==> config.mk <==
export PLATFORM = sky130hd
export DESIGN_NAME = ddr_read_arbiter
export DESIGN_NICKNAME = d
export VERILOG_FILES = /design/src/rtl/ddr_read_arbiter.sv
export SDC_FILE = /design/constraint.sdc
export NUM_CORES = 1
export LEC_CHECK = 0
export CAP_MARGIN = 20
export CORE_AREA = 2 2 512 514
export CTS_CLUSTER_DIAMETER = 80
export DETAILED_ROUTE_END_ITERATION = 8
export DIE_AREA = 0 0 514 516
export SYNTH_ARGS = -nofsm -noshare
export SYNTH_HDL_FRONTEND = slang
export SYNTH_SLANG_ARGS = --single-unit
export TNS_END_PERCENT = 1
==> constraint.sdc <==
create_clock -name clk -period 15.2 [get_ports clk]
set_input_delay 2.28 -clock clk [delete_from_list [all_inputs] [get_ports clk]]
set_output_delay 2.28 -clock clk [all_outputs]
set_load 0.02 [all_outputs]
==> src/rtl/ddr_read_arbiter.sv <==
// Purpose: arbitrate N loader channels onto one DDR read face with a round-robin
//          pick, per-channel descriptor slots, burst beat tracking and done pulses.
// Latency: conf -> pending +1 cycle -> ddr_conf +2 cycles; pops pass through combinationally.
// Backpressure: the granted channel's pop is forwarded to DDR only while streaming; others see empty.
module ddr_read_arbiter #(
    parameter int NUM_CH       = 4,
    parameter int CH_BITS      = 2,
    parameter int SINGLE_LEN   = 20,
    parameter int DDR_DATA_LEN = 512,
    parameter int DDR_ADDR_LEN = 32
) (
    input  logic                           clk,
    input  logic                           rst,
    output logic [DDR_ADDR_LEN-1:0]        ddr_st_addr_out,
    output logic [SINGLE_LEN-1:0]          ddr_len,
    output logic                           ddr_conf,
    input  logic                           ddr_fifo_empty,
    output logic                           ddr_fifo_req,
    input  logic [DDR_DATA_LEN-1:0]        ddr_fifo_data,
    input  logic [NUM_CH*DDR_ADDR_LEN-1:0] ch_st_addr,
    input  logic [NUM_CH*SINGLE_LEN-1:0]   ch_len,
    input  logic [NUM_CH-1:0]              ch_conf,
    output logic [NUM_CH-1:0]              ch_fifo_empty,
    input  logic [NUM_CH-1:0]              ch_fifo_req,
    output logic [DDR_DATA_LEN-1:0]        ch_fifo_data,
    output logic [NUM_CH-1:0]              ch_busy,
    output logic [NUM_CH-1:0]              ch_done,
    output logic [NUM_CH-1:0]              ch_drop
);

    typedef enum logic [1:0] {
        S_IDLE   = 2'd0,
        S_ISSUE  = 2'd1,
        S_STREAM = 2'd2
    } state_t;

    localparam logic [SINGLE_LEN-1:0] LEN_ONE  = SINGLE_LEN'(1);
    localparam logic [SINGLE_LEN-1:0] LEN_ZERO = '0;

    state_t                    r_state;
    logic [CH_BITS-1:0]        r_grant;
    logic [CH_BITS-1:0]        r_last_grant;
    logic [NUM_CH-1:0]         r_pending;
    logic [NUM_CH-1:0]         r_drop;
    logic [SINGLE_LEN-1:0]     r_beat_cnt;
    logic [SINGLE_LEN-1:0]     r_ddr_len;
    logic [DDR_ADDR_LEN-1:0]   r_ddr_addr;
    logic                      r_ddr_conf;

    // One descriptor slot per channel; only written when the descriptor is accepted.
    logic [DDR_ADDR_LEN-1:0]   r_slot_addr [NUM_CH];
    logic [SINGLE_LEN-1:0]     r_slot_len  [NUM_CH];

    logic [NUM_CH-1:0]         w_grant_oh;
    logic [NUM_CH-1:0]         w_active;
    logic [NUM_CH-1:0]         w_done;
    logic [NUM_CH-1:0]         w_accept;
    logic [NUM_CH-1:0]         w_clear;
    logic [NUM_CH-1:0]         w_empty_view;
    logic                      w_pick_vld;
    logic [CH_BITS-1:0]        w_pick_idx;
    logic                      w_streaming;
    logic                      w_fifo_req;
    logic                      w_pop;
    logic                      w_last_beat;

    assign w_streaming = (r_state == S_STREAM);
    assign w_fifo_req  = w_streaming & ch_fifo_req[r_grant];
    assign w_pop       = w_fifo_req & ~ddr_fifo_empty;
    assign w_last_beat = w_pop & (r_beat_cnt == (r_ddr_len - LEN_ONE));

    // One-hot view of the current grant, qualified by a burst actually being in progress.
    always_comb begin
        w_grant_oh          = '0;
        w_grant_oh[r_grant] = 1'b1;
        w_active            = (r_state != S_IDLE) ? w_grant_oh : '0;
    end

    // Completion pulse: zero-length bursts finish in ISSUE, others on their final pop.
    always_comb begin
        w_done = '0;
        if ((r_state == S_ISSUE) && (r_ddr_len == LEN_ZERO)) begin
            w_done[r_grant] = 1'b1;
        end
        if (w_last_beat) begin
            w_done[r_grant] = 1'b1;
        end
    end

    // A descriptor is taken when its channel is free, or is finishing in this very cycle.
    always_comb begin
        w_accept = ch_conf & ((~r_pending & ~w_active) | w_done);
    end

    // Round-robin search starting one past the last grant, wrapping around.
    always_comb begin
        w_pick_vld = 1'b0;
        w_pick_idx = '0;
        for (int k = 1; k <= NUM_CH; k++) begin
            if (!w_pick_vld &&
                r_pending[CH_BITS'((int'(r_last_grant) + k) % NUM_CH)]) begin
                w_pick_vld = 1'b1;
                w_pick_idx = CH_BITS'((int'(r_last_grant) + k) % NUM_CH);
            end
        end
    end

    // Pending bit of the channel being granted is released as the FSM leaves IDLE.
    always_comb begin
        w_clear = '0;
        if ((r_state == S_IDLE) && w_pick_vld) begin
            w_clear[w_pick_idx] = 1'b1;
        end
    end

    // Only the granted channel sees the real FIFO state, and only during the data phase.
    always_comb begin
        w_empty_view = '1;
        if (w_streaming) begin
            w_empty_view[r_grant] = ddr_fifo_empty;
        end
    end

    // Descriptor slots and the sticky drop flags.
    always_ff @(posedge clk or posedge rst) begin
        if (rst) begin
            r_drop <= '0;
            for (int i = 0; i < NUM_CH; i++) begin
                r_slot_addr[i] <= '0;
                r_slot_len[i]  <= '0;
            end
        end else begin
            r_drop <= r_drop | (ch_conf & ~w_accept);
            for (int i = 0; i < NUM_CH; i++) begin
                if (w_accept[i]) begin
                    r_slot_addr[i] <= ch_st_addr[i*DDR_ADDR_LEN +: DDR_ADDR_LEN];
                    r_slot_len[i]  <= ch_len[i*SINGLE_LEN +: SINGLE_LEN];
                end
            end
        end
    end

    // Burst sequencer: pick a pending channel, issue its burst, count beats to completion.
    always_ff @(posedge clk or posedge rst) begin
        if (rst) begin
            r_state      <= S_IDLE;
            r_grant      <= '0;
            r_last_grant <= CH_BITS'(NUM_CH - 1);
            r_pending    <= '0;
            r_beat_cnt   <= '0;
            r_ddr_len    <= '0;
            r_ddr_addr   <= '0;
            r_ddr_conf   <= 1'b0;
        end else begin
            r_pending <= (r_pending & ~w_clear) | w_accept;
            case (r_state)
                S_IDLE: begin
                    r_ddr_conf <= 1'b0;
                    if (w_pick_vld) begin
                        r_grant      <= w_pick_idx;
                        r_last_grant <= w_pick_idx;
                        r_ddr_addr   <= r_slot_addr[w_pick_idx];
                        r_ddr_len    <= r_slot_len[w_pick_idx];
                        // Zero-length bursts never strobe the DDR face.
                        r_ddr_conf   <= (r_slot_len[w_pick_idx] != LEN_ZERO);
                        r_state      <= S_ISSUE;
                    end
                end
                S_ISSUE: begin
                    r_ddr_conf <= 1'b0;
                    r_beat_cnt <= '0;
                    r_state    <= (r_ddr_len == LEN_ZERO) ? S_IDLE : S_STREAM;
                end
                S_STREAM: begin
                    r_ddr_conf <= 1'b0;
                    if (w_pop) begin
                        r_beat_cnt <= r_beat_cnt + LEN_ONE;
                    end
                    if (w_last_beat) begin
                        r_state <= S_IDLE;
                    end
                end
                default: begin
                    r_ddr_conf <= 1'b0;
                    r_state    <= S_IDLE;
                end
            endcase
        end
    end

    assign ddr_st_addr_out = r_ddr_addr;
    assign ddr_len         = r_ddr_len;
    assign ddr_conf        = r_ddr_conf;
    assign ddr_fifo_req    = w_fifo_req;
    assign ch_fifo_empty   = w_empty_view;
    assign ch_fifo_data    = ddr_fifo_data;
    assign ch_busy         = r_pending | w_active;
    assign ch_done         = w_done;
    assign ch_drop         = r_drop;

endmodule

**Yosys cells after proc, flatten, opt, wreduce, memory -nomap -nowiden**

Cells that the tools add are included.

- Bits in registers: 295
- Input bits: 731
- Output and inout bits: 582
- Word-level logic and storage cells: 121

- Add/subtract/negate cells: 6
- $lt $le $gt $ge: 9
- Equality and inequality tests: 6
- Multiplexer cells: 45
- Bitwise gates (word level): 20
- Reduce and logical (&&, ||, !) cells: 18

Operators by type and width:

| kind | count |
|---|---|
| 32-bit binary-select mux with 2-bit select | 1 |
| 32-bit 2-to-1 mux | 2 |
| 20-bit 2-to-1 mux | 3 |
| 20-bit binary-select mux with 2-bit select | 1 |
| 20-bit case mux with 2 select lines | 1 |
| 4-bit bitwise OR | 6 |
| 20-bit by 1-bit adder with 20-bit output, second input constant | 1 |
| 20-bit == test | 1 |
| 20-bit zero test | 1 |
| 4-bit 2-to-1 mux | 5 |
| 4-bit NOT | 5 |
| 20-bit nonzero test | 1 |
| 20-bit by 1-bit subtractor with 20-bit output, second input constant | 1 |
| 1-bit 2-to-1 mux | 17 |
| 4-bit bitwise AND | 4 |
| 2-bit by 4-bit < comparator with 1-bit output, second input constant | 4 |
| 2-bit 2-to-1 mux | 7 |
| 1-bit binary-select mux with 2-bit select | 5 |
| 1-bit logical AND | 7 |
| 2-bit by 3-bit < comparator with 1-bit output, second input constant | 2 |
| 2-bit case mux with 3 select lines | 1 |
| 2-bit AND reduction | 3 |
| 2-bit by 1-bit adder with 2-bit output, second input constant | 2 |
| 2-bit adder, second input constant | 2 |
| 13 further kinds | 21 |

**Longest topological paths before layout**

- Word-level depth: 22
- Gate-level depth with buffers: 14

**Least setup slack after synthesis**

OpenSTA, ideal clock, no wires.

- Path type: in2out
- Start point: in ddr_fifo_empty
- End point: out ch_done[3]
- Arrival time: 4021 ps
- Slack: 8899 ps
- Stages on the path: 7
- Path through: nor3b_1 nand2_1 nor3b_1 nand4b_1 nor4b_1 nor2_1 nor2_1

- Cells in the longest elaborated chain, start to end: 4

Ends and longest elaborated chain:

| what | line | text |
|---|---|---|
| from (decl) | 17 | `input logic ddr_fifo_empty,` |
| 1-bit NOT | 69 | `assign w_pop = w_fifo_req & ~ddr_fifo_empty;` |
| 1-bit bitwise AND | 69 |  |
| 1-bit bitwise AND | 70 | `assign w_last_beat = w_pop & (r_beat_cnt == (r_ddr_len - LEN_ONE));` |
| 4-bit 2-to-1 mux | 85 | `if (w_last_beat) begin` |
| to (decl) | 27 | `output logic [NUM_CH-1:0] ch_done,` |

No other way between the ends.

**Final worst setup path**

- Start point: in ch_fifo_req[1]
- End point: out ch_done[0]

- Cells in the longest elaborated chain, start to end: 6

Ends and longest elaborated chain:

| what | line | text |
|---|---|---|
| from (decl) | 24 | `input logic [NUM_CH-1:0] ch_fifo_req,` |
| 1-bit binary-select mux with 2-bit select | 68 | `assign w_fifo_req = w_streaming & ch_fifo_req[r_grant];` |
| 1-bit 2-to-1 mux (not written as such) | 68 |  |
| 1-bit bitwise AND | 68 |  |
| 1-bit bitwise AND | 69 |  |
| 1-bit bitwise AND | 70 |  |
| 4-bit 2-to-1 mux | 85 |  |

No other way between the ends. The select of a mux whose other input is x is not followed.

==> impl_metrics.ini <==
[status]
result_of_the_run = completed

[detailed_routing]
route.detailed.wl_per_inst_um = 26.8
firstDrtPassIters = 6
dr_total_vias = 17300
drc = 0
postRouteWirelength_mm = 146
vias_per_cell = 3.17
postRouteAntennaNets = 0
drt_iter0_markers = 1286

[clock_network]
ctsHoldBuffers = 0
clock_latency_reported_for_the_late_side_of_the_worst_skew_pair_ps = 650
cts_inserted_buffers = 44
cts_tree = built
numClockSinks = 295
largest_buffer_count_on_any_clock_path = 3
clock_slew_at_the_register_clock_pins_of_the_worst_setup_and_hold_paths_ps = 60
clock_tree.root_cell = sky130_fd_sc_hd__clkbuf_16
htree_levels = 2
post_cts.repair.setup_buffers = 0
ctsResizeCount = 0

[placed_design]
place.gp.congestion = 0.804
dpl.hpwl_mm = 116
place.port_buffers = 288

[logic_synthesis]
synth_seq_area_share = 0.351
synthArstFlopShare = 1.00
synth.lib_cells_used.distinct = 64
synth_nets = 3008
syn-cell-area_um2 = 21000
synth.yosys.warnings = 0
yosys_register_bits = 295
syn_inst = 2275
yosys_most_used_dff = sky130_fd_sc_hd__dfrtp_1
number_of_enable_flip_flop_cells_after_synthesis = 0
syn-mean-instance-area_um2 = 9.24

[critical_path]
critical-path-top-delay-family = buffers and inverters
critPathBufInv = 4
data_arrival_time_of_the_worst_path_ps = 5190
cp_cell_sequence = clkdlybuf4s50_1, mux4_2, nand2_1, nor3b_1, nand4b_1, nor4b_2, buf_4, o21ai_0, inv_1, clkdlybuf4s50_1
worstPathRequired_ps = 12920
crit_slowest_cell = sky130_fd_sc_hd__clkdlybuf4s50_1
timing.critical_path.to_type = primary output
critPathMostFrequentCell = sky130_fd_sc_hd__clkdlybuf4s50_1
worstSetupStartpointType = input port
path_max_fanout = 5
largest_stage_delay_worst_path_ps = 600
crit_type = in2out

[layout]
layout-drive-gt1-share = 0.0849
multiInputGateArea_um2 = 9080
mostFrequentLayoutCell = sky130_fd_sc_hd__dfrtp_1
flow.area_growth_from_synthesis_pct = 21.6
fillers = 29900
register_area_um2 = 7380
most-common-layout-cells = sky130_fd_sc_hd__dfrtp_1 (293), sky130_fd_sc_hd__clkdlybuf4s50_1 (284), sky130_fd_sc_hd__and2_1 (218), sky130_fd_sc_hd__a22o_1 (208), sky130_fd_sc_hd__a221o_1 (208)
nNetsFinal = 2704

[floorplanning]
fp.dieW_um = 514
num_rows = 187
initial_utilization = 0.0811
chipHeight_um = 516
core_area_um2 = 259000
top_level_ports = 1313
floorplan.die_area_um2 = 265000

[pwr]
p_leak_nw = 9.71
power_density_nw_per_um2 = 80.5
ir_worst_vdd_mv = 0.0817

[global_route]
grt_util_all_layers = 0.104
grt_max_degree = 150
first_global_vias = 16900
grt_pass1_wl_mm = 181
gr-total-overflow = 0
antenna_violations_before_repair = 66

[timing]
final-setup-viol-count = 0
worst_hold_slack_ps = 482
final_skew_ps = 50.6
worst_slew_margin_rel = 0.285
finalMaxSlewViolations = 0
clock_period_minus_worst_slack_ps = 7470
final-hold-violation-count = 0
timing.final.crit_share = 0.492
max_freq_mhz = 134
tns_ps = 0
max_slew.worst_pin.slew_ps = 1070
rsz0062_at_grt = no

[min_path]
hold_class = reg2reg

[job]
max-cap-violations = 0
## worst paths after layout
kind	slack [ps]	end	depth (start not counted)	from
max	7730	ch_done[0]	10	ch_fifo_req[1]
min	480	ddr_st_addr_out[3]	2	ddr_st_addr_out[3]
max reg2reg	10600	r_slot_addr[121]	11	ddr_len[0]
min reg2reg	480	ddr_st_addr_out[3]	2	ddr_st_addr_out[3]
max in group asynchronous	10690	r_slot_addr[75]	4	rst
min in group asynchronous	2250	r_beat_cnt[10]	2	rst
## layer usage
layer	part of all wire	track usage
met1	0.29	0.0885
met2	0.47	0.174
met3	0.14	0.0609
met4	0.099	0.0911
met5	0.0019	0.00559
## stage by stage
step	power, mW	setup slack (ps)	cell area (µm²)	utilization	std cells
floorplan	1.07	4780	21000	-	2275
global placement	0.962	7550	23900	0.0923	5326
detailed placement	0.965	7720	23900	0.0924	5327
CTS	2.10	7690	25500	0.0983	5404
global route	2.13	7620	25500	0.0985	5423
finish	2.06	7730	25600	0.0986	5441
## worst reg2reg max path, stage by stage (launching register included)
cell,delay [ps]
sky130_fd_sc_hd__dfrtp_1,510
sky130_fd_sc_hd__inv_1,110
sky130_fd_sc_hd__ha_1,270
sky130_fd_sc_hd__nor4b_2,470
sky130_fd_sc_hd__and4b_1,310
sky130_fd_sc_hd__o311ai_0,220
sky130_fd_sc_hd__a22oi_2,300
sky130_fd_sc_hd__nand4b_1,120
sky130_fd_sc_hd__or4b_1,820
sky130_fd_sc_hd__and3_2,430
sky130_fd_sc_hd__buf_4,350
sky130_fd_sc_hd__a221o_1,530
## kinds of logic after synthesis
group	synth area share
buf+inv	0.224
simple gates	0.157
compound gates	0.228
flops	0.351
xor+xnor	0.0162
mux	0.0224
fa+ha+maj	0.00119
## registers in the layout, indices dropped and copies added (netlist names)
| name | flops |
|---|---|
| r_slot_addr | 128 |
| r_last_grant | 2 |
| r_slot_len | 80 |
| ch_drop | 4 |
| r_state | 2 |
| r_beat_cnt | 20 |
| r_pending | 4 |
| ddr_st_addr_out | 32 |
| ddr_conf | 1 |
| r_grant | 2 |
| ddr_len | 20 |
## synth_stat cells (3+ instances only)
cell type	n	area share
sky130_fd_sc_hd__mux2_2	9	0.0048
sky130_fd_sc_hd__mux4_2	8	0.0086
sky130_fd_sc_hd__a211oi_1	8	0.0029
sky130_fd_sc_hd__a31oi_1	10	0.0030
sky130_fd_sc_hd__nand4_1	3	0.00089
sky130_fd_sc_hd__nand2b_1	10	0.0030
sky130_fd_sc_hd__buf_1	7	0.0013
sky130_fd_sc_hd__nor3b_1	3	0.0011
sky130_fd_sc_hd__clkbuf_1	110	0.020
sky130_fd_sc_hd__nand3_1	43	0.010
sky130_fd_sc_hd__nor3_1	6	0.0014
sky130_fd_sc_hd__nor2_1	127	0.023
sky130_fd_sc_hd__or3_1	3	0.00089
sky130_fd_sc_hd__and2_1	218	0.065
sky130_fd_sc_hd__mux2i_1	19	0.0090
sky130_fd_sc_hd__nor4_1	11	0.0033
sky130_fd_sc_hd__xnor2_1	15	0.0062
sky130_fd_sc_hd__a31o_2	3	0.0013
sky130_fd_sc_hd__nand4b_1	4	0.0017
sky130_fd_sc_hd__dfrtp_1	293	0.35
sky130_fd_sc_hd__buf_6	24	0.013
sky130_fd_sc_hd__nand2_1	183	0.033
sky130_fd_sc_hd__o31ai_1	3	0.0011
sky130_fd_sc_hd__buf_4	512	0.18
sky130_fd_sc_hd__or4b_1	3	0.0014
sky130_fd_sc_hd__a22o_1	208	0.087
sky130_fd_sc_hd__xor2_1	24	0.010
sky130_fd_sc_hd__nor2b_1	8	0.0024
sky130_fd_sc_hd__o21ai_0	86	0.020
sky130_fd_sc_hd__a21oi_1	10	0.0024
sky130_fd_sc_hd__o21bai_1	5	0.0018
sky130_fd_sc_hd__o211ai_1	6	0.0021
sky130_fd_sc_hd__inv_1	11	0.0020
sky130_fd_sc_hd__buf_2	23	0.0055
sky130_fd_sc_hd__a221o_1	208	0.099
sky130_fd_sc_hd__and3_1	11	0.0033
sky130_fd_sc_hd__or2_2	3	0.00089
sky130_fd_sc_hd__o21ai_1	5	0.0012
## area by class of cell
class,instances,share of cell area
clock buffers,51,0.0464
repair buffers,326,0.124
multi-input cells,1293,0.355
inverters,11,0.00191
clock inverters,26,0.0135
diodes,37,0.00362
flip-flops and latches,295,0.289
well taps,3402,0.166
## power breakdown
part	total (mW)	leakage (nW)	switching (mW)	internal, mW
clock	1.11	0.749	0.471	0.639
combinational	0.148	4.90	0.0728	0.0750
sequential	0.802	4.06	0.0105	0.791
total	2.06	9.71	0.554	1.50
Note: power is estimated with default switching activity, not from simulation.
